==> src/rtl/mult_pkg.sv <==
// rtl/mult_pkg.sv - shared constants for the shift-add multiplier datapath
package mult_pkg;

   localparam int WIDTH_DEFAULT = 4;

   // Counter needs at least one bit even when the operand width is tiny.
   function automatic int cnt_w(input int width);
      return (width > 1) ? $clog2(width) : 1;
   endfunction

   localparam int CNT_W    = cnt_w(WIDTH_DEFAULT);
   localparam int CNT_LAST = WIDTH_DEFAULT - 1;

endpackage

==> src/rtl/mult_counter.sv <==
// rtl/mult_counter.sv - iteration counter, wraps at WIDTH-1 and flags the last shift
module mult_counter
   import mult_pkg::*;
#(
   parameter int WIDTH = WIDTH_DEFAULT,
   localparam int CW   = cnt_w(WIDTH)
) (
   input  logic          clk,
   input  logic          rst,
   input  logic          clr,
   input  logic          inc,
   output logic [CW-1:0] cnt,
   output logic          last
);

   localparam logic [CW-1:0] LAST_VAL = CW'(WIDTH - 1);

   logic [CW-1:0] cnt_q;
   logic [CW-1:0] cnt_d;

   always_comb begin
      cnt_d = cnt_q;
      if (clr) begin
         cnt_d = '0;
      end else if (inc) begin
         cnt_d = (cnt_q == LAST_VAL) ? '0 : cnt_q + CW'(1);
      end
   end

   always_ff @(posedge clk or posedge rst) begin
      if (rst) begin
         cnt_q <= '0;
      end else begin
         cnt_q <= cnt_d;
      end
   end

   assign cnt  = cnt_q;
   assign last = (cnt_q == LAST_VAL);

endmodule

==> src/rtl/mult_datapath.sv <==
// rtl/mult_datapath.sv - shift-add multiplier datapath: accumulator, multiplicand register, counter
module mult_datapath
   import mult_pkg::*;
#(
   parameter int WIDTH = WIDTH_DEFAULT
) (
   input  logic               clk,
   input  logic               rst,
   input  logic               load,
   input  logic               ad,
   input  logic               sh,
   input  logic [WIDTH-1:0]   mcand,
   input  logic [WIDTH-1:0]   mplier,
   output logic               m,
   output logic               k,
   output logic [2*WIDTH-1:0] product
);

   localparam int AW = 2 * WIDTH + 1;

   logic [AW-1:0]    acc_q;
   logic [AW-1:0]    acc_d;
   logic [WIDTH-1:0] mr_q;
   logic [WIDTH-1:0] mr_d;
   logic [WIDTH:0]   sum;
   logic [AW-1:0]    added;

   // The top accumulator bit is not an addend; it only receives the carry.
   assign sum   = {1'b0, acc_q[2*WIDTH-1:WIDTH]} + {1'b0, mr_q};
   assign added = ad ? {sum, acc_q[WIDTH-1:0]} : acc_q;

   always_comb begin
      acc_d = acc_q;
      mr_d  = mr_q;
      if (load) begin
         acc_d = {{(WIDTH + 1){1'b0}}, mplier};
         mr_d  = mcand;
      end else if (sh) begin
         acc_d = {1'b0, added[AW-1:1]};
      end else begin
         acc_d = added;
      end
   end

   always_ff @(posedge clk or posedge rst) begin
      if (rst) begin
         acc_q <= '0;
         mr_q  <= '0;
      end else begin
         acc_q <= acc_d;
         mr_q  <= mr_d;
      end
   end

   mult_counter #(
      .WIDTH (WIDTH)
   ) u_cnt (
      .clk  (clk),
      .rst  (rst),
      .clr  (load),
      .inc  (sh & ~load),
      .cnt  (),
      .last (k)
   );

   assign m       = acc_q[0];
   assign product = acc_q[2*WIDTH-1:0];

endmodule
==> config.mk <==
export PLATFORM = sky130hd
export DESIGN_NAME = mult_datapath
export DESIGN_NICKNAME = d
export VERILOG_FILES = /design/src/rtl/mult_pkg.sv /design/src/rtl/mult_counter.sv /design/src/rtl/mult_datapath.sv
export SDC_FILE = /design/constraint.sdc
export NUM_CORES = 1
export LEC_CHECK = 0
export BUFFER_PORTS_ARGS = -buffer_cell sky130_fd_sc_hd__buf_2
export CAP_MARGIN = 15
export CORE_ASPECT_RATIO = 1.4
export CORE_UTILIZATION = 35
export CTS_CLUSTER_SIZE = 16
export DETAILED_ROUTE_END_ITERATION = 10
export PLACE_DENSITY = 0.69
export SYNTH_ARGS = -nofsm -noshare
export SYNTH_HDL_FRONTEND = slang
export SYNTH_SLANG_ARGS = --single-unit
==> constraint.sdc <==
create_clock -name clk -period 2 [get_ports clk]
set_input_delay 0.2 -clock clk [delete_from_list [all_inputs] [get_ports clk]]
set_output_delay 0.2 -clock clk [all_outputs]
set_load 0.01 [all_outputs]
==> results.txt <==
outcome -> finished, final reports clean
largest net degree at the start of global routing -> 22
post-CTS sizing -> 0
buffers and inverters on the worst path -> 0
post-synth top area cell -> dfrtp_1
Leak -> 0.493 nW
critical path's largest stage delay -> 0.40 ns
final net count -> 118
CTS max path bufs -> 2
ys async rst share -> 1.00
register area share after synthesis -> 0.413
worst path required time -> 2.17 ns
worst hold path type -> input pin to register
Worst path depth -> 6
IO buf count -> 22
setup TNS -> 0 ns
worst skew pair latency -> 0.28 ns
Clock Skew -> 0.00833 ns
synth cell count leaders -> 15 x dfrtp_1, 10 x buf_4, 6 x mux2i_1, 6 x o21ai_0
initial drt markers -> 13
mapped cell area -> 910 um^2
#FFs+latches synth -> 15
period utilization -> 0.899
Crit Path Class -> register to register
Detailed Place HPWL -> 1190 um
critical path capture point type -> register
die area -> 2810 um^2
area grow syn2layout -> 10.9%
EDFF count, synth -> 0
worst reg-to-reg path cell count -> 6
die span in x -> 45.1 um
Die H -> 62.3 um
Warnings, synthesis -> 0
Cell Chain, Critical Path -> ha_1 -> fa_1 -> a21o_2 -> a21oi_1 -> o32a_1 -> o21ai_0
Synth top area share -> 0.413
Fillers -> 252
remaining antenna violation count after routing -> 0
Initial Utilization -> 0.376
Worst Setup Start Kind -> register
Worst Tran Pin Value -> 0.549 ns
Arr. time, crit path -> 1.97 ns
Yosys cell types -> 28
dominant cell by count in the synthesized netlist -> dfrtp_1
core area -> 2420 um^2
max_slew headroom -> 0.634
vias post-DR -> 643
Top FF cell, synth -> dfrtp_1
Via-to-Cell Ratio -> 4.87
min Tclk post-route -> 1.80 ns
Clk pin slew, worst setup/hold paths -> 0.09 ns
power per cell area -> 710 nW/um^2
drt wl/cell -> 11.8 um
largest cells by area after synthesis -> dfrtp_1 41%, buf_4 8.3%, ha_1 6.9%
placer congestion estimate -> 0.670
CTS sink cnt -> 15
fin util -> 0.417
RSZ-0062 raised after global routing -> false
Final Max Slew Viols -> 0
H-tree levels -> 1
cts bufs inserted -> 3
Residual DRC -> 0
syn_area_per_cell -> 10.8 um^2
CP max-delay cell -> dfrtp_1
clock root cell -> clkbuf_4
Max Freq -> 556 MHz
Site Rows -> 21
Max VDD drop -> 0.000280 V
Hold Path Depth -> 3
ratio of cells with drive above 1 in the final layout -> 0.347
final number of setup-violating endpoints -> 0
Synth Instances -> 84
initial antenna violation count -> 0
first-pass GRT wire length -> 2730 um
final antenna diode count -> 0
CP max FO -> 3
crit-path leading delay family -> compound AO/OA/AOI/OAI gates
Ports -> 23
final count of hold timing violations -> 0
post-synth net total -> 103
GRT Overall Usage -> 0.127
TritonCTS clock tree -> built
maxcap violations -> 0
GRT Residual Overflow -> 0
drt pass-1 iters -> 4
WL final -> 1560 um
vias in the first global route -> 641
[final cells by class]
| class | instances | area [um^2] | share of cell area |
|---|---|---|---|
| repair buffers | 23 | 120 | 0.119 |
| flip-flops and latches | 15 | 375 | 0.372 |
| inverters | 2 | 7.51 | 0.00744 |
| multi-input cells | 54 | 437 | 0.433 |
| well taps | 34 | 42.5 | 0.0422 |
| clock buffers | 4 | 26.3 | 0.0261 |
[final timing paths]
kind | startpoint | to | slack (ns)
max | acc_q[4]$_DFF_PP0_ | acc_q[7]$_DFF_PP0_ | 0.20
min | mplier[3] | acc_q[3]$_DFFE_PP0P_ | 0.13
max reg2reg | acc_q[4]$_DFF_PP0_ | acc_q[7]$_DFF_PP0_ | 0.20
min reg2reg | mr_q[0]$_DFFE_PP0P_ | mr_q[0]$_DFFE_PP0P_ | 0.52
max in group asynchronous | rst | mr_q[1]$_DFFE_PP0P_ | 1.13
min in group asynchronous | rst | mr_q[3]$_DFFE_PP0P_ | 0.50
[registers in the layout, summed over array words and instances (netlist names)]
register / count
u_cnt.cnt: 2
mr_q: 4
acc_q: 9
[worst min-delay path, cell delays in order]
cell and delay (ns):
buf_2 0.07, nand2_1 0.04, o21ai_0 0.06
[placed cells by master, fill, tap and decap left out, drive strengths merged]
cell,n
buf,22
dfrtp,15
mux2i,6
o21ai,6
a211oi,6
nand2,5
ha,5
mux2,4
nor2,4
clkbuf,4
a21oi,3
xnor2,2
nand3b,2
nor2b,2
inv,2
a21o,2
xor2,1
o32a,1
o21a,1
o31a,1
nand3,1
a2111oi,1
fa,1
dlygate4sd3,1
[per-stage QoR]
step	hold slack (ns)	setup slack [ns]	area, um^2	total power [mW]	std cells
floorplan	0.101	0.278	910	0.526	84
global route	0.144	0.0721	1010	0.768	132
CTS	0.126	0.184	1010	0.730	132
detailed placement	0.290	0.184	972	0.557	127
finish	0.134	0.202	1010	0.716	132
global placement	0.298	0.239	972	0.552	127
[power breakdown]
| group | internal, mW | switching, mW |
|---|---|---|
| logic | 0.0916 | 0.100 |
| clock network | 0.0772 | 0.0902 |
| registers | 0.333 | 0.0235 |
[routing by layer]
metal	part of all wire	up-vias	GRT usage
li1	-	318	-
met1	0.44	310	0.157
met2	0.52	13	0.210
met3	0.031	2	0.0262
met4	0.0083	0	0.0455
met5	0	-	0
[logic make-up after synthesis]
logic type	synth area share
compound gates	0.172
xor+xnor	0.0289
fa+ha+maj	0.0908
buf+inv	0.107
flops	0.413
mux	0.116
simple gates	0.0729
[timing repair]
action / 4_1_cts / 5_1_grt
buffers inserted: 0 / 0
setup endpoints to repair: 0 / 0
hold buffers: 1 / 0
hold endpoints to repair: 15 / 0
Power figures use the tool's default switching activity.
